`src/rtl/vx_tensor_wb_pkg.sv`:
```
// VX_tensor_pkg: shared tile, writeback-entry and drain-state types for the tensor result path
package VX_tensor_pkg;
  localparam int TILE_DIM = 4;
  localparam int NW_WIDTH = 4;
  typedef logic [TILE_DIM-1:0][31:0] tile_row_t;
  typedef tile_row_t [TILE_DIM-1:0] tile_t;
  typedef struct packed {
    logic [NW_WIDTH-1:0] wid;
    tile_t               tile;
  } wb_entry_t;
  typedef enum logic {WB_IDLE, WB_SEND} wb_state_t;
endpackage

```
`src/rtl/vx_tensor_wb_fifo.sv`:
```
// VX_fifo_queue: power-of-two circular buffer whose head is read straight from flop storage
module VX_fifo_queue #(
  parameter int DATAW = 1,
  parameter int DEPTH = 4
) (
  input  logic                       clk,
  input  logic                       reset,
  input  logic                       push,
  input  logic                       pop,
  input  logic [DATAW-1:0]           data_in,
  output logic [DATAW-1:0]           data_out,
  output logic                       full,
  output logic [$clog2(DEPTH):0]     size
);
  localparam int AW = $clog2(DEPTH);
  logic [DATAW-1:0] mem [DEPTH];
  logic [AW-1:0] rd_ptr, wr_ptr;
  logic wr_en;
  assign full = size == (AW+1)'(DEPTH);
  assign wr_en = push && !full;
  assign data_out = mem[rd_ptr];
  // pointers and occupancy wrap naturally because DEPTH is a power of two
  always_ff @(posedge clk) begin
    if (!reset) begin
      rd_ptr <= '0;
      wr_ptr <= '0;
      size <= '0;
    end else begin
      wr_ptr <= wr_ptr + AW'(wr_en);
      rd_ptr <= rd_ptr + AW'(pop);
      size <= size + (AW+1)'(wr_en) - (AW+1)'(pop);
    end
  end
  // storage needs no reset; a stale slot is never read while the queue is empty
  always_ff @(posedge clk) begin
    if (wr_en) mem[wr_ptr] <= data_in;
  end
endmodule

```
`src/rtl/vx_tensor_wb.sv`:
```
// vx_tensor_wb: buffers DPU result tiles and drains them one row per handshake to writeback
module vx_tensor_wb
  import VX_tensor_pkg::*;
#(
  parameter int DEPTH = 4
) (
  input  logic                clk,
  input  logic                reset,
  input  logic                valid_in,
  input  tile_t               D_tile,
  input  logic [NW_WIDTH-1:0] D_wid,
  output logic                stall,
  output logic                wb_valid,
  input  logic                wb_ready,
  output logic [NW_WIDTH-1:0] wb_wid,
  output logic [1:0]          wb_row,
  output tile_row_t           wb_data,
  output logic                wb_last,
  output logic [31:0]         tiles_done
);
  localparam int AW = $clog2(DEPTH);
  wb_state_t state, state_n;
  wb_entry_t head;
  logic [AW:0] size;
  logic [1:0] row_cnt;
  logic full, push, fire, pop;
  assign stall = full;
  assign push = valid_in && !full;
  assign fire = wb_valid && wb_ready;
  assign pop = fire && row_cnt == 2'd3;
  assign wb_valid = state == WB_SEND;
  assign wb_row = row_cnt;
  assign wb_last = wb_valid && row_cnt == 2'd3;
  assign wb_wid = wb_valid ? head.wid : '0;
  assign wb_data = wb_valid ? head.tile[row_cnt] : '0;
  VX_fifo_queue #(.DATAW($bits(wb_entry_t)), .DEPTH(DEPTH)) fifo (
    .clk(clk),
    .reset(reset),
    .push(push),
    .pop(pop),
    .data_in({D_wid, D_tile}),
    .data_out(head),
    .full(full),
    .size(size)
  );
  // enter SEND on the capture edge so row 0 appears the cycle after capture
  always_comb begin
    state_n = (state == WB_IDLE) ? (push ? WB_SEND : WB_IDLE)
            : ((pop && size == (AW+1)'(1) && !push) ? WB_IDLE : WB_SEND);
  end
  // drain state, row position and drained-tile counter
  always_ff @(posedge clk) begin
    if (!reset) begin
      state <= WB_IDLE;
      row_cnt <= '0;
      tiles_done <= '0;
    end else begin
      state <= state_n;
      row_cnt <= row_cnt + 2'(fire);
      tiles_done <= tiles_done + 32'(pop);
    end
  end
endmodule

```
`config.mk`:
```
export PLATFORM = sky130hd
export DESIGN_NAME = vx_tensor_wb
export DESIGN_NICKNAME = d
export VERILOG_FILES = /design/src/rtl/vx_tensor_wb_pkg.sv /design/src/rtl/vx_tensor_wb_fifo.sv /design/src/rtl/vx_tensor_wb.sv
export SDC_FILE = /design/constraint.sdc
export NUM_CORES = 2
export LEC_CHECK = 0
export CAP_MARGIN = 25
export CORE_UTILIZATION = 40
export CTS_BUF_LIST = sky130_fd_sc_hd__clkbuf_4 sky130_fd_sc_hd__clkbuf_8 sky130_fd_sc_hd__clkbuf_16
export CTS_CLUSTER_DIAMETER = 50
export DETAILED_ROUTE_END_ITERATION = 16
export PLACE_DENSITY = 0.57
export SLEW_MARGIN = 20
export SYNTH_ARGS = -nofsm -noshare
export SYNTH_HDL_FRONTEND = slang
export SYNTH_SLANG_ARGS = --single-unit
export TNS_END_PERCENT = 20
```
`constraint.sdc`:
```
create_clock -name clk -period 63.5 [get_ports clk]
set_input_delay 6.35 -clock clk [delete_from_list [all_inputs] [get_ports clk]]
set_output_delay 6.35 -clock clk [all_outputs]
set_load 0.005 [all_outputs]
```
== Word-level counts from Yosys, hierarchy flattened ==
Memories as Yosys holds them, arrays and structs flattened. A register that Yosys moved wholly into a read port is not among the register bits.
Index checks and enable logic that the tools add are counted.
Cells by class
  add/sub/neg operators: 6
  magnitude comparators: 1
  equal/unequal tests: 3
  mux-type cells: 10
  reductions and logical operators: 9
Operator list (number)
  binary-select mux 128 bit (select 2 bit): 1
  2-to-1 mux 128 bit: 2
  adder 32 x 1 -> 32 bit: 1
  logical AND 1 bit: 7
  adder 2 x 1 -> 2 bit: 3
  2-to-1 mux 1 bit: 5
  2-to-1 mux 4 bit: 1
  adder 3 x 1 -> 3 bit: 1
  == test 3 x 1 -> 1 bit (second input constant): 1
  == test 3 bit (second input constant): 1
  less-than comparator 2 x 3 -> 1 bit (second input constant): 1
  subtractor 3 x 1 -> 3 bit: 1
  == test 2 bit (second input constant): 1
  zero test 1 bit: 2
  2-to-1 mux 2 bit: 1
Word-level totals
  register bits: 42
  bits in writable memories: 2064
  input bits: 520
  word-level logic and storage cells: 36
  memories: 1
Memories
  fifo.mem: depth 4, bits a word 516, read ports 1, clocked after Yosys merged registers in 1, wr ports 1, line vx_tensor_wb_fifo.sv:16  | logic [DATAW-1:0] mem [DEPTH];

== Logic depth before layout (Yosys ltp) ==
  depth in word-level cells: 7
  mapped depth: 11
  gate-level depth less buffers: 9

== Modules after synthesis ==
A second synthesis with hierarchy kept.
Unflattened totals
  cells, all modules: 3226
  area, all modules: 80323.3 sq um
By module, submodules not included
  VX_fifo_queue: times used 1, cells an instance 2728, area an instance 74754.2 sq um, seq. area each 62119.6 sq um
  vx_tensor_wb: times used 1, cells an instance 498, area an instance 5569.1 sq um, seq. area each 700.7 sq um

== Least setup slack after synthesis ==
OpenSTA, ideal clock, no wires.
  path kind: input to register
  from: input port valid_in
  to: memory fifo.mem[0][0] (netlist bit), enable pin
  data arrival time: 43.704 ns
  required time: 61.370 ns
  path slack: 17.666 ns
  cell stages on the path: 2
  path buffers: 0
  cell sequence: nor2b_1 nor3b_1
Between the ends
  cells in the longest elaborated chain, start to end: 4
RTL lines
  from (decl): line vx_tensor_wb.sv:9  | input logic valid_in,
  logical AND 1 bit: line vx_tensor_wb.sv:28  | assign push = valid_in && !full;
  logical AND 1 bit: line vx_tensor_wb_fifo.sv:20  | assign wr_en = push && !full;
  2-to-1 mux 1 bit: line vx_tensor_wb_fifo.sv:36  | if (wr_en) mem[wr_ptr] <= data_in;
  2-to-1 mux 1 bit (not written as such): line vx_tensor_wb_fifo.sv:36
  to (decl): line vx_tensor_wb_fifo.sv:16
Every way passes these cells.

==> reports/qor.csv <==
metric,value,unit
root buffer cell,clkbuf_16,
crit path time final,13.16,ns
Hold Worst Slack,0.5025,ns
number of buffers and inverters on the critical path,5,
maximum clock frequency,0.07600,GHz
logic depth of the worst register-to-register path,9,
TritonCTS clock tree,yes,
number of cell rows,164,
cts repair resizes,0,
core area,199700,um^2
Post-CTS Hold Fix Bufs,0,
largest fanout on the critical path,48,
sum of routed wire length over all layers,204600,um
Layout Nets,4957,
"Non-Filler Cell Area, Final",98080,um^2
number of flops mapped to enable cells by yosys,2064,
Detailed Route Iter0 Violations,2989,
ordered list of cells on the worst path,buf_4 > buf_4 > buf_4 > buf_4 > mux4_2 > a22o_1 > a221o_1 > clkdlybuf4s50_1,
Setup Skew,0.04650,ns
number of clock buffers inserted by TritonCTS,231,
Die Outline Area,202800,um^2
Via Count,40200,
Post-synth ARST share,0,%
H-tree depth reported by CTS,4,
WL/cell,28.01,um
first-pass iteration count of the detailed router,5,
number of global-route vias before repair,41000,
total global routing overflow,0,
destination of the worst hold path,tiles_done[20],
Residual DRC,0,
total I/O pin count,689,
data required time of the critical path,57.15,ns
floorplan die width,450.4,um
mean number of vias per cell,5.503,
placed cell areas,90310,um^2
number of distinct library cell variants in the gate-level netlist after synthesis,46,
net count of the mapped netlist,4188,
Most common cell on crit path,buf_4,
Leak Pwr,30.40,nW
number of warning messages in the yosys log,0,
setup fix buffers added after clock tree synthesis,0,
slack of the worst reg-to-reg path,58.12,ns
Fill cells,16200,
worst hold start,tiles_done[20],
worst endpoint data arrival time,6.81,ns
starting density of the core,40.27,%
post-synth design cell area,80410,um^2
share of post-route cells with drive strength above 1,18.66,%
RSZ-0062 raised after global routing,no,
Power Dens Cells,34.11,nW/um^2
R2R Path End,fifo.mem[1][54],
wire length of the first global-routing pass,293400,um
Multi-input gate area,16620,um^2
share of the yosys chip area belonging to registers,78.13,%
Area growth syn-to-layout,21.98,%
final setup violating endpoints,0,
category of the most critical setup path,reg -> out,
transition time at the pin with the least slew margin,1.108,ns
Port Buffer Count,688,
CP startpoint kind,flip-flop,
gate family responsible for the most delay along the worst path,buffers and inverters,
Sum Neg Setup Slack,0,ns
slowest cell delay on critical path,0.84,ns
HP Class,reg -> reg,
Max-Cap Viols,0,
highest-delay cell along the critical path,dfxtp_4,
routability cong.,0.7530,
global-route usage over all layers,19.94,%
share of the synthesized area in the top cell type,77.08,%
final antenna-violating net count,0,
largest cells by area after synthesis,"edfxtp_1 77%, mux4_2 11%, mux2i_1 3.2%, a221o_1 1.6%, a22o_1 1.4%",
#FFs+latches synth,2106,
Syn Inst Count,3662,
run status,finished clean,
initial antenna violation count,92,
worst-skew pair later-pin latency,0.86,ns
peak ir drop on the vdd network,0.00002878,V
TritonCTS Sinks,2106,
average cell area after synthesis,21.96,um^2
final hold violations,0,
Critical Path Sink Type,primary output,
HPWL after detailed placement,122700,um
Max Transition Viols Final,0,
flip-flop cell with the highest count after synthesis,edfxtp_1,
launching point of the worst reg2reg path,fifo.size[1],
largest net degree at the start of global routing,131,
final cycle utilization of the critical path,20.72,%
post-synth top area cell,edfxtp_1,
worst rel slew slack,26.13,%
worst hold path cell count,2,
maximum number of buffers from clock root to sink,3,
CTS clock-pin slew for the worst setup and hold paths,0.06,ns
FF+latch area,62830,um^2
Chip Height,450.4,um
[final cells by class]
type | instances | area share [%]
Sequential cell | 2106 | 64.06
Antenna cell | 34 | 0.08675
Inverter | 9 | 0.03444
Multi-Input combinational cell | 1324 | 16.95
Timing Repair Buffer | 759 | 7.674
Clock inverter | 129 | 1.315
Tap cell | 2656 | 3.388
Clock buffer | 288 | 6.492
[worst max path at each step]
stage,end,cells past startpoint,startpoint
floorplan,fifo.mem[0][0],2,valid_in
global placement,wb_data[49],8,fifo.rd_ptr[0]
detailed placement,wb_data[41],8,fifo.rd_ptr[0]
CTS,wb_data[51],8,fifo.rd_ptr[0]
global route,wb_data[41],8,fifo.rd_ptr[0]
finish,wb_data[41],8,fifo.rd_ptr[0]
[state kept, by name (all words and copies together), names as in the netlist]
| signal | count |
|---|---|
| wb_row | 2 |
| tiles_done | 32 |
| fifo.rd_ptr | 2 |
| fifo.size | 3 |
| fifo.wr_ptr | 2 |
| wb_valid | 1 |
| fifo.mem | 2064 |
[cell families (layout without fill, tap and decap cells)]
group                      count (synthesis)  count (layout)  share of synthesized area [%]
adders and majority gates                  6               6                         0.1027
other                                      0              34                              0
muxes                                    644             644                          14.05
and+or+nand+nor                          231             231                          1.768
buffers and inverters                    232            1185                          1.262
AOI/OAI and AO/OA                        426             426                          4.503
DFF                                     2106            2106                          78.13
xor gates and xnor gates                  17              17                         0.1852
[stage by stage]
stage	setup WS [ns]	std cells	utilization (%)	power [mW]
2_1_floorplan	17.67	3662	-	2.035
3_3_place_gp	51.05	6853	45.23	2.051
3_5_place_dp	51.04	6853	45.23	2.056
4_1_cts	50.07	7270	49.07	3.386
5_1_grt	49.77	7300	49.12	3.462
6_report	50.34	7305	49.13	3.346
[worst register-to-register path, delay by kind of cell (launching register included)]
| family | cells | cell delay (ns) |
|---|---|---|
| and+or+nand+nor | 4 | 0.77 |
| DFF | 1 | 0.44 |
| buffers and inverters | 5 | 3.75 |
[routing by layer]
metal | vias up | share of wire [%] | GRT usage [%]
met5 | - | 0.11 | 0
met4 | 40 | 3.5 | 8.859
met3 | 387 | 5.7 | 4.333
met2 | 1170 | 51 | 32.99
met1 | 21260 | 40 | 25.19
li1 | 17350 | - | -
[cell usage after synthesis, types with 10 or more instances]
cell type and instances:
buf_2 79, edfxtp_1 2064, nand2_1 10, nor2_1 19, o31ai_1 13, a21oi_1 19
a221o_1 128, mux4_2 388, or4_1 12, and2_1 13, clkbuf_1 113, dfxtp_1 42
buf_1 26, mux2i_1 256, a22o_1 128, and3_1 131, nand4_1 10, xor2_1 12
a22oi_1 128
[power breakdown]
part / switching [mW] / internal, mW / leakage, nW
registers: 0.0255 / 1.68 / 19.3
clock network: 0.545 / 0.781 / 3.78
logic: 0.182 / 0.137 / 7.36
[placed cells by master, fill, tap and decap left out, drive strengths merged, types with 3 or more instances in the layout]
cell type and count:
a22oi 128, mux2i 256, or4 14, and3 132, and2 14, nand3 9
a22o 128, and4 6, diode 34, clkdlybuf4s50 688, edfxtp 2064, xor2 12
bufinv 17, nand4 11, inv 30, nand2 10, xnor2 5, buf 71
ha 5, clkbuf 288, or3 6, nor2 19, o21ai 6, mux4 388
o31ai 13, nor3b 3, nor2b 4, dfxtp 42, clkinvlp 10, a221o 128
a21oi 19, clkinv 81
(Power assumes the default switching activity.)
